File: src/rtl/axil_uart_write_master_if.sv
// AXI4-Lite write-channel bundle (AW/W/B) between the UART write master and the memory slave.
interface axil_uart_write_master_if #(
    parameter int unsigned ADDR_WIDTH = 32,
    parameter int unsigned DATA_WIDTH = 32
);
    logic [ADDR_WIDTH-1:0]   M_AXI_AWADDR;
    logic                    M_AXI_AWVALID;
    logic                    M_AXI_AWREADY;
    logic [DATA_WIDTH-1:0]   M_AXI_WDATA;
    logic [DATA_WIDTH/8-1:0] M_AXI_WSTRB;
    logic                    M_AXI_WVALID;
    logic                    M_AXI_WREADY;
    logic [1:0]              M_AXI_BRESP;
    logic                    M_AXI_BVALID;
    logic                    M_AXI_BREADY;

    modport master (
        output M_AXI_AWADDR, M_AXI_AWVALID, M_AXI_WDATA, M_AXI_WSTRB, M_AXI_WVALID, M_AXI_BREADY,
        input  M_AXI_AWREADY, M_AXI_WREADY, M_AXI_BRESP, M_AXI_BVALID
    );

    modport slave (
        input  M_AXI_AWADDR, M_AXI_AWVALID, M_AXI_WDATA, M_AXI_WSTRB, M_AXI_WVALID, M_AXI_BREADY,
        output M_AXI_AWREADY, M_AXI_WREADY, M_AXI_BRESP, M_AXI_BVALID
    );
endinterface

File: src/rtl/axil_uart_write_master.sv
// Buffers 16-bit UART words in a small FIFO and writes each one to an AXI4-Lite slave as a
// half-word (duplicated on both lanes, strobed by address bit 1), tracking count and errors.
module axil_uart_write_master #(
    parameter int unsigned C_M_AXI_ADDR_WIDTH = 32,
    parameter int unsigned C_M_AXI_DATA_WIDTH = 32,
    parameter int unsigned WORD_WIDTH         = 16,
    parameter int unsigned FIFO_DEPTH         = 4
) (
    input  logic                          M_AXI_ACLK,
    input  logic                          M_AXI_ARESETN,
    input  logic [WORD_WIDTH-1:0]         word_data,
    input  logic                          word_valid,
    output logic                          word_ready,
    input  logic [C_M_AXI_ADDR_WIDTH-1:0] start_addr,
    input  logic                          load_addr,
    input  logic                          clear_error,
    axil_uart_write_master_if.master      m_axi,
    output logic                          busy,
    output logic [15:0]                   words_written,
    output logic                          write_error,
    output logic                          Interrupt
);
    localparam int unsigned PTR_W = $clog2(FIFO_DEPTH);
    localparam logic [PTR_W:0] PTR_ONE = {{PTR_W{1'b0}}, 1'b1};
    localparam logic [C_M_AXI_ADDR_WIDTH-1:0] ADDR_ONE = {{(C_M_AXI_ADDR_WIDTH-1){1'b0}}, 1'b1};
    localparam logic [C_M_AXI_ADDR_WIDTH-1:0] ADDR_TWO = ADDR_ONE << 1;

    localparam logic [1:0] ST_IDLE      = 2'd0;
    localparam logic [1:0] ST_ADDR_DATA = 2'd1;
    localparam logic [1:0] ST_RESP      = 2'd2;

    generate
        if (C_M_AXI_DATA_WIDTH != 32) begin : g_bad_data_width
            $error("axil_uart_write_master: C_M_AXI_DATA_WIDTH must be 32");
        end
        if (2 * WORD_WIDTH != C_M_AXI_DATA_WIDTH) begin : g_bad_word_width
            $error("axil_uart_write_master: WORD_WIDTH must be half the data width");
        end
        if (FIFO_DEPTH < 2 || (FIFO_DEPTH & (FIFO_DEPTH - 1)) != 0) begin : g_bad_depth
            $error("axil_uart_write_master: FIFO_DEPTH must be a power of 2 and >= 2");
        end
    endgenerate

    logic [WORD_WIDTH-1:0]         r_mem [FIFO_DEPTH];
    logic [PTR_W:0]                r_wr_ptr;
    logic [PTR_W:0]                r_rd_ptr;
    logic [1:0]                    r_state;
    logic [WORD_WIDTH-1:0]         r_word;
    logic [C_M_AXI_ADDR_WIDTH-1:0] r_addr;
    logic                          r_awvalid;
    logic                          r_wvalid;
    logic                          r_bready;
    logic [15:0]                   r_words;
    logic                          r_write_error;
    logic                          r_interrupt;

    logic w_empty;
    logic w_full;
    logic w_push;
    logic w_pop;
    logic w_aw_done;
    logic w_w_done;
    logic w_b_hs;

    // Extra pointer MSB distinguishes full from empty when the index bits match.
    assign w_empty   = (r_wr_ptr == r_rd_ptr);
    assign w_full    = (r_wr_ptr[PTR_W] != r_rd_ptr[PTR_W]) &&
                       (r_wr_ptr[PTR_W-1:0] == r_rd_ptr[PTR_W-1:0]);
    assign w_push    = word_valid && !w_full;
    assign w_pop     = (r_state == ST_IDLE) && !w_empty;
    assign w_aw_done = !r_awvalid || m_axi.M_AXI_AWREADY;
    assign w_w_done  = !r_wvalid || m_axi.M_AXI_WREADY;
    assign w_b_hs    = r_bready && m_axi.M_AXI_BVALID;

    always_ff @(posedge M_AXI_ACLK) begin
        if (w_push) begin
            r_mem[r_wr_ptr[PTR_W-1:0]] <= word_data;
        end
    end

    always_ff @(posedge M_AXI_ACLK or negedge M_AXI_ARESETN) begin
        if (!M_AXI_ARESETN) begin
            r_wr_ptr <= '0;
            r_rd_ptr <= '0;
        end else begin
            if (w_push) begin
                r_wr_ptr <= r_wr_ptr + PTR_ONE;
            end
            if (w_pop) begin
                r_rd_ptr <= r_rd_ptr + PTR_ONE;
            end
        end
    end

    always_ff @(posedge M_AXI_ACLK or negedge M_AXI_ARESETN) begin
        if (!M_AXI_ARESETN) begin
            r_state       <= ST_IDLE;
            r_word        <= '0;
            r_addr        <= '0;
            r_awvalid     <= 1'b0;
            r_wvalid      <= 1'b0;
            r_bready      <= 1'b0;
            r_words       <= '0;
            r_write_error <= 1'b0;
            r_interrupt   <= 1'b0;
        end else begin
            r_interrupt <= 1'b0;
            // A new error later in this block overrides the clear.
            if (clear_error) begin
                r_write_error <= 1'b0;
            end
            case (r_state)
                ST_IDLE: begin
                    if (load_addr) begin
                        r_addr  <= start_addr & ~ADDR_ONE;
                        r_words <= '0;
                    end
                    if (w_pop) begin
                        r_word    <= r_mem[r_rd_ptr[PTR_W-1:0]];
                        r_awvalid <= 1'b1;
                        r_wvalid  <= 1'b1;
                        r_state   <= ST_ADDR_DATA;
                    end
                end
                ST_ADDR_DATA: begin
                    if (m_axi.M_AXI_AWREADY) begin
                        r_awvalid <= 1'b0;
                    end
                    if (m_axi.M_AXI_WREADY) begin
                        r_wvalid <= 1'b0;
                    end
                    if (w_aw_done && w_w_done) begin
                        r_bready <= 1'b1;
                        r_state  <= ST_RESP;
                    end
                end
                ST_RESP: begin
                    if (w_b_hs) begin
                        r_bready <= 1'b0;
                        r_words  <= r_words + 16'd1;
                        r_addr   <= r_addr + ADDR_TWO;
                        r_state  <= ST_IDLE;
                        if (m_axi.M_AXI_BRESP != 2'b00) begin
                            r_write_error <= 1'b1;
                            r_interrupt   <= 1'b1;
                        end
                    end
                end
                default: r_state <= ST_IDLE;
            endcase
        end
    end

    assign m_axi.M_AXI_AWADDR  = {r_addr[C_M_AXI_ADDR_WIDTH-1:2], 2'b00};
    assign m_axi.M_AXI_AWVALID = r_awvalid;
    assign m_axi.M_AXI_WDATA   = {r_word, r_word};
    // Gated so the strobe reads zero whenever no write data is offered.
    assign m_axi.M_AXI_WSTRB   = !r_wvalid ? 4'b0000 : (r_addr[1] ? 4'b1100 : 4'b0011);
    assign m_axi.M_AXI_WVALID  = r_wvalid;
    assign m_axi.M_AXI_BREADY  = r_bready;

    assign word_ready    = !w_full;
    assign busy          = (r_state != ST_IDLE) || !w_empty;
    assign words_written = r_words;
    assign write_error   = r_write_error;
    assign Interrupt     = r_interrupt;
endmodule
File: src/flat_wrapper.sv
// flat-port wrapper written by rule: the top's interface ports become plain ports
module axil_uart_write_master_flat 
#(
    parameter int unsigned C_M_AXI_ADDR_WIDTH = 32,
    parameter int unsigned C_M_AXI_DATA_WIDTH = 32,
    parameter int unsigned WORD_WIDTH         = 16,
    parameter int unsigned FIFO_DEPTH         = 4
)
  (M_AXI_ACLK, M_AXI_ARESETN, word_data, word_valid, word_ready, start_addr, load_addr, clear_error, busy, words_written, write_error, Interrupt, m_axi_M_AXI_AWADDR, m_axi_M_AXI_AWVALID, m_axi_M_AXI_WDATA, m_axi_M_AXI_WSTRB, m_axi_M_AXI_WVALID, m_axi_M_AXI_BREADY, m_axi_M_AXI_AWREADY, m_axi_M_AXI_WREADY, m_axi_M_AXI_BRESP, m_axi_M_AXI_BVALID);
  axil_uart_write_master_if m_axi_i ();
  input  logic M_AXI_ACLK;
  input  logic M_AXI_ARESETN;
  input  logic [WORD_WIDTH-1:0] word_data;
  input  logic word_valid;
  output logic word_ready;
  input  logic [C_M_AXI_ADDR_WIDTH-1:0] start_addr;
  input  logic load_addr;
  input  logic clear_error;
  output logic busy;
  output logic [15:0] words_written;
  output logic write_error;
  output logic Interrupt;
  output wire logic [$bits(m_axi_i.M_AXI_AWADDR)-1:0] m_axi_M_AXI_AWADDR;
  output wire logic [$bits(m_axi_i.M_AXI_AWVALID)-1:0] m_axi_M_AXI_AWVALID;
  output wire logic [$bits(m_axi_i.M_AXI_WDATA)-1:0] m_axi_M_AXI_WDATA;
  output wire logic [$bits(m_axi_i.M_AXI_WSTRB)-1:0] m_axi_M_AXI_WSTRB;
  output wire logic [$bits(m_axi_i.M_AXI_WVALID)-1:0] m_axi_M_AXI_WVALID;
  output wire logic [$bits(m_axi_i.M_AXI_BREADY)-1:0] m_axi_M_AXI_BREADY;
  input wire logic [$bits(m_axi_i.M_AXI_AWREADY)-1:0] m_axi_M_AXI_AWREADY;
  input wire logic [$bits(m_axi_i.M_AXI_WREADY)-1:0] m_axi_M_AXI_WREADY;
  input wire logic [$bits(m_axi_i.M_AXI_BRESP)-1:0] m_axi_M_AXI_BRESP;
  input wire logic [$bits(m_axi_i.M_AXI_BVALID)-1:0] m_axi_M_AXI_BVALID;
  assign m_axi_M_AXI_AWADDR = m_axi_i.M_AXI_AWADDR;
  assign m_axi_M_AXI_AWVALID = m_axi_i.M_AXI_AWVALID;
  assign m_axi_M_AXI_WDATA = m_axi_i.M_AXI_WDATA;
  assign m_axi_M_AXI_WSTRB = m_axi_i.M_AXI_WSTRB;
  assign m_axi_M_AXI_WVALID = m_axi_i.M_AXI_WVALID;
  assign m_axi_M_AXI_BREADY = m_axi_i.M_AXI_BREADY;
  assign m_axi_i.M_AXI_AWREADY = m_axi_M_AXI_AWREADY;
  assign m_axi_i.M_AXI_WREADY = m_axi_M_AXI_WREADY;
  assign m_axi_i.M_AXI_BRESP = m_axi_M_AXI_BRESP;
  assign m_axi_i.M_AXI_BVALID = m_axi_M_AXI_BVALID;
  axil_uart_write_master #(.C_M_AXI_ADDR_WIDTH(C_M_AXI_ADDR_WIDTH), .C_M_AXI_DATA_WIDTH(C_M_AXI_DATA_WIDTH), .WORD_WIDTH(WORD_WIDTH), .FIFO_DEPTH(FIFO_DEPTH)) u_core (.M_AXI_ACLK(M_AXI_ACLK), .M_AXI_ARESETN(M_AXI_ARESETN), .word_data(word_data), .word_valid(word_valid), .word_ready(word_ready), .start_addr(start_addr), .load_addr(load_addr), .clear_error(clear_error), .m_axi(m_axi_i), .busy(busy), .words_written(words_written), .write_error(write_error), .Interrupt(Interrupt));
endmodule
File: config.mk
export PLATFORM = sky130hd
export DESIGN_NAME = axil_uart_write_master_flat
export DESIGN_NICKNAME = d
export VERILOG_FILES = /design/src/rtl/axil_uart_write_master_if.sv /design/src/rtl/axil_uart_write_master.sv /design/src/flat_wrapper.sv
export SDC_FILE = /design/constraint.sdc
export NUM_CORES = 1
export LEC_CHECK = 0
export BUFFER_PORTS_ARGS = -buffer_cell sky130_fd_sc_hd__buf_2
export CAP_MARGIN = 25
export CORE_UTILIZATION = 50
export CTS_CLUSTER_DIAMETER = 30
export DETAILED_ROUTE_END_ITERATION = 10
export PLACE_DENSITY = 0.77
export SETUP_SLACK_MARGIN = 0.1
export SLEW_MARGIN = 0
export SYNTH_ARGS = -nofsm -noshare
export SYNTH_HDL_FRONTEND = slang
export SYNTH_SLANG_ARGS = --single-unit
export TNS_END_PERCENT = 20
File: constraint.sdc
create_clock -name M_AXI_ACLK -period 1.88 [get_ports M_AXI_ACLK]
set_input_delay 0.47 -clock M_AXI_ACLK [delete_from_list [all_inputs] [get_ports M_AXI_ACLK]]
set_output_delay 0.47 -clock M_AXI_ACLK [all_outputs]
set_load 0.005 [all_outputs]
==> results of run 1 <==
==> through the flow <==
stage | area [µm²] | cells | hold WS (ps) | setup slack (ps)
detailed placement | 7950 | 886 | 470 | -39.0
global route | 8840 | 927 | 48.6 | -279
floorplan | 7020 | 590 | 174 | 48.7
finish | 8840 | 927 | 12.4 | -218
global placement | 7950 | 886 | 461 | -8.72
CTS | 8710 | 926 | 7.99 | -264
==> final timing paths <==
check / start / cells after the start / slack [ps] / to
worst max-delay path: u_core.r_rd_ptr[0] / 4 / -220 / busy
worst min-delay path: M_AXI_ARESETN / 1 / 10 / u_core.words_written[14]
worst max register to register: u_core.r_state[0] / 4 / 60 / u_core.words_written[11]
worst min register to register: u_core.r_word[4] / 1 / 530 / u_core.r_word[4]
min in group M_AXI_ACLK: clear_error / 2 / 240 / u_core.write_error
max in group asynchronous: M_AXI_ARESETN / 2 / 1270 / u_core.r_addr[2]
==> what timing repair did <==
item,CTS,global route
resized for setup,37,29
setup endpoints to repair,36,110
hold buffers,0,0
pin swaps,9,16
setup buffers,8,1
==> cell families after synthesis <==
family | count (synthesis)
adders and majority gates | 7
other | 1
xor gates and xnor gates | 13
buffers and inverters | 95
and+or+nand+nor | 176
AOI/OAI and AO/OA | 121
DFF | 140
muxes | 36
==> flip-flops by register name (all words and copies together) (netlist names) <==
register,flops
u_core.r_mem,64
u_core.r_addr,31
u_core.r_word,16
u_core.words_written,16
u_core.r_rd_ptr,3
u_core.r_wr_ptr,3
u_core.r_state,2
u_core.Interrupt,1
u_core.m_axi.M_AXI_AWVALID,1
u_core.m_axi.M_AXI_BREADY,1
u_core.m_axi.M_AXI_WVALID,1
u_core.write_error,1
==> power by group through the flow <==
stage	logic, mW	clock network (mW)	registers, mW
CTS	6.19	3.17	5.17
floorplan	3.97	0	5.01
detailed placement	5.54	0	5.20
global placement	5.41	0	5.11
finish	6.36	3.11	5.22
global route	6.91	3.29	5.34
==> layout by cell type (no fill, tap or decap), types with 4 or more instances in the layout <==
master	netlist	layout
mux4_2	14	14
nand3_1	19	16
nor4_1	17	13
nand2_1	37	37
inv_1	15	15
and3_1	7	7
buf_2	8	144
clkbuf_16	0	17
nor2_1	24	24
buf_6	2	5
edfxtp_1	64	64
nand4_1	12	12
o22a_1	5	5
a21oi_1	36	34
or3_1	12	10
nor4_2	0	4
xor2_1	6	5
or4_1	8	6
o22ai_1	9	9
o21ai_0	19	19
dfrtp_1	76	65
buf_12	0	8
o211ai_1	4	4
dfrtp_2	0	11
nor3_1	15	13
buf_4	52	52
o31ai_1	9	8
a211oi_1	7	6
xnor2_1	7	4
mux2_4	0	17
ha_1	7	6
clkinv_2	0	5
a311oi_1	4	4
clkinv_4	0	4
==> per-layer routing <==
metal  vias to the layer above  global-route usage, %  wire length [µm]
met5                         -                      0                 0
met4                         0                   10.8               342
met3                        32                   4.76              1060
met2                       260                   41.7              8680
met1                      2696                   30.4              6850
li1                       2510                      -                 -
==> cell type report <==
| type | instances | area, µm² |
|---|---|---|
| multi-input combinational | 355 | 2860 |
| clock buffer | 17 | 425 |
| inverter | 15 | 56.3 |
| sequential | 140 | 3840 |
| tap | 176 | 220 |
| timing repair buffer | 209 | 1330 |
| clock inverter | 15 | 123 |
| fill | 1036 | 4610 |
==> critical path, delay by kind of cell (launching register included) <==
| family | cells | cell delay, ps |
|---|---|---|
| AND/OR/NAND/NOR | 2 | 450 |
| buffers and inverters | 1 | 140 |
| XOR/XNOR | 1 | 200 |
| flip-flops | 1 | 420 |
==> reports/results.txt, run 1 <==
Status: finished with violations
Failing checks: setup timing
Clock network power share: 21.2%
Setup WS post-layout: -218 ps
Largest family of logic cells by synthesized area: simple AND/OR/NAND/NOR gates
Sequential area share after synthesis: 54.7%
WL per Instance: 18.3 µm
H-tree depth: 4
Crit path largest cell delay: 420 ps
Buffers on Ports: 145
Largest net degree at the start of global routing: 39
Total I/O pin count: 149
Warnings from Yosys: 0
Remaining DRCs: 0
Number of global-route vias before repair: 5,390
CP endpoint kind: output port
Chip Height: 120 µm
CTS buffer count: 17
Leading area contributor after synthesis: edfxtp_1
Tightest Pin Transition: 512 ps
Number of synthesized flops with an enable pin: 64
Share of post-route cells with drive strength above 1: 43.1%
F_max: 477 MHz
Count leader, synth: dfrtp_1
Overall fraction of global-route tracks in use: 24.5%
Placer Congestion: 0.897
Synth Area in XOR/XNOR: 1.63%
Post-Synth Simple-Gate Area: 13.8%
Final setup vio count: 2
Final min period: 2100 ps
Final wirelength: 16,900 µm
Post-synthesis compound-gate area fraction: 11.8%
Comb power frac: 43.3%
Synth top area share: 27.5%
Worst Path Max Fanout: 2
Net Sw Power: 5.30 mW
Gate Count Post-Synth: 589
Synth Flop Type: dfrtp_1
Mapped Area: 6980 µm²
Initial antenna violation count: 0
Detail Route Antenna Nets: 0
Design Power: 14.7 mW
Crit share post-route: 112%
Hold Path Class: primary input to asynchronous set/reset pin
Slowest CP cell: dfrtp_1
Worst Skew: 10.9 ps
Ant. Diodes: 0
P_int: 9.39 mW
Max-slew headroom: 65.9%
Post-Syn Area per Cell: 11.9 µm²
Die width: 120 µm
Async set-reset flop share out of synthesis: 54.3%
Sw frac: 36.1%
Setup crit start kind: register
RSZ-0062 raised after global routing: yes
Pwr Density: 1660 nW/µm²
Initial Util: 51.9%
Via-to-Cell Ratio: 5.93
Register share of total power: 35.5%
Core Area: 13,500 µm²
Setup TNS: -226 ps
Final core utilization: 65.7%
Initial DRC count: 452
Top cells by area, synth: edfxtp_1, dfrtp_1, buf_4, mux4_2, mux2_2
CTS Root Cell: clkbuf_16
DP HPWL: 11,400 µm
Remaining Overflow, GRT: 0
Synth cell types: 64
Adder-Cell Fraction of Synth Area: 1.25%
Layout Nets: 803
Synth Register Bits: 140
Reg clk slew, reported paths: 60 ps
Crit path DAT: 1630 ps
CTS tree: built
Die area: 14,400 µm²
Multiplexer area fraction after synthesis: 8.44%
Area grow syn2layout: 26.6%
Synth cell count leaders: dfrtp_1, edfxtp_1, buf_4
Max-Cap Viols: 0
CP cell instances: xnor2_2, nand3_1, or3_1, buf_2
Pins Over Slew Limit: 0
VDD IR max: 1020 µV
Worst path required time: 1410 ps
First-pass GRT wire length: 27,100 µm
Clock Sinks: 140
Via Count: 5,498
Final hold vios: 0
Crit Path Category: register to output port
CTS max path bufs: 2
Drt pass-1 iters: 6
Clock latency on the worst-skew pair: 430 ps
Leakage Power: 3.65 nW
Rows: 42
(Power assumes the default switching activity.)
==> run 2, diff against run 1 <==
SKIP_CTS_REPAIR_TIMING = 1   (was default)
==> run 2 against run 1 <==
  * The run still ends with setup timing left
  * Count of clock-buffer cells in the layout unchanged
  * Flip-flop and latch count is the same
  * Via count is 0.84% higher
  * Cell count rose by 0.86%
  * Highest routed layer unchanged
  * Maximum frequency down 0.62%
  * Critical endpoint unchanged
  * Critical path depth is the same
==> reports/results.txt, run 2 (synthesized netlist as in run 1, its figures left out) <==
Comb power frac: 42.7%
Area grow syn2layout: 26.3%
Drt pass-1 iters: 5
Failing checks: setup timing
Final setup vio count: 3
CTS max path bufs: 2
CTS tree: built
Largest delay share family, worst path: simple AND/OR/NAND/NOR gates
Share of post-route cells with drive strength above 1: 43.0%
Finished Layout Cells: 935
Tightest Pin Transition: 512 ps
Crit share post-route: 112%
First-pass GRT wire length: 26,700 µm
Crit Path Category: register to output port
P_int: 9.23 mW
Commonest cells after routing, fill and taps aside: buf_2, dfrtp_1, edfxtp_1, buf_4, nand2_1
Pwr Density: 1650 nW/µm²
Max-slew headroom: 65.0%
Fillcell total: 1,042
Slowest CP cell: dfrtp_1
Largest register FFs: 64
Worst path required time: 1410 ps
Clock network power share: 21.4%
H-tree depth: 4
Initial Util: 51.9%
Total I/O pin count: 149
Worst Skew: 12.5 ps
Detail Route Antenna Nets: 0
Initial DRC count: 575
Area of the multi-input gates: 2800 µm²
Setup TNS: -304 ps
Leakage Power: 3.62 nW
Die area: 14,400 µm²
Largest net degree at the start of global routing: 39
Crit path DAT: 1640 ps
DP HPWL: 11,400 µm
Register share of total power: 35.9%
Remaining DRCs: 0
Core Area: 13,500 µm²
Placed cell count: 886
Initial antenna violation count: 0
Sw frac: 36.6%
Worst Path Max Fanout: 2
Layout Nets: 811
Crit path largest cell delay: 410 ps
Hold Path Class: primary input to asynchronous set/reset pin
Remaining Overflow, GRT: 0
Via-to-Cell Ratio: 5.93
CTS Root Cell: clkbuf_16
Reg clk slew, reported paths: 60 ps
F_max: 474 MHz
Register area: 3830 µm²
Slack of the worst reg-to-reg path: 0 ps
Max-Cap Viols: 0
Number of global-route vias before repair: 5,371
Ant. Diodes: 0
Net Sw Power: 5.33 mW
VDD IR max: 989 µV
Buf/Inv on CP: 1
Placer Congestion: 0.897
Final min period: 2110 ps
Setup crit start kind: register
Pins Over Slew Limit: 0
CTS buffer count: 17
Overall fraction of global-route tracks in use: 24.1%
CP cell instances: xnor2_2, nand3_2, or3_1, buf_2
CP endpoint kind: output port
Die width: 120 µm
Rows: 42
Dpl ws: -39.0 ps
Setup WS post-layout: -231 ps
Clock latency on the worst-skew pair: 430 ps
Via Count: 5,544
Chip Height: 120 µm
Worst Hold Slack: 4.05 ps
Final wirelength: 17,400 µm
RSZ-0062 raised after global routing: yes
Most common cell after layout, fill and taps aside: buf_2
WL per Instance: 18.7 µm
Final hold vios: 0
Clock Sinks: 140
Buffers on Ports: 145
Status: finished with violations
run 2: final timing paths:
| kind | from | endpoint | cells after the start |
|---|---|---|---|
| setup reg to reg | u_core.r_wr_ptr[0] | u_core.r_rd_ptr[1] | 6 |
| hold reg to reg | u_core.r_word[8] | u_core.r_word[8] | 1 |
| hold / removal | M_AXI_ARESETN | u_core.words_written[15] | 1 |
| max in group asynchronous | M_AXI_ARESETN | u_core.r_wr_ptr[1] | 2 |
| min in group M_AXI_ACLK | clear_error | u_core.write_error | 2 |
| setup / recovery | u_core.r_rd_ptr[0] | busy | 4 |
run 2: final cells by class:
| type | count | share of cell area (%) |
|---|---|---|
| Sequential cell | 140 | 43.4 |
| Timing Repair Buffer | 215 | 15.4 |
| Inverter | 15 | 0.638 |
| Clock buffer | 17 | 4.82 |
| Clock inverter | 15 | 1.39 |
| Tap cell | 176 | 2.50 |
| Multi-Input combinational cell | 357 | 31.8 |
run 2: metrics by stage:
step | power (mW) | cell area [µm²] | util [%]
2_1_floorplan | 8.97 | 7020 | -
3_3_place_gp | 10.5 | 7950 | 59.1
3_5_place_dp | 10.7 | 7950 | 59.1
4_1_cts | 13.9 | 8500 | 63.2
5_1_grt | 15.4 | 8820 | 65.6
6_report | 14.6 | 8820 | 65.6
run 2: power by group through the flow:
stage | combinational [mW] | sequential (mW) | clock (mW)
floorplan | 3.97 | 5.01 | 0
global placement | 5.41 | 5.11 | 0
detailed placement | 5.54 | 5.20 | 0
CTS | 5.59 | 5.15 | 3.17
global route | 6.73 | 5.35 | 3.29
finish | 6.21 | 5.23 | 3.12
run 2: per-layer routing:
metal	track usage [%]	wire, µm
met1	29.8	6930
met2	40.9	8940
met3	4.76	1150
met4	10.5	417
met5	0	0
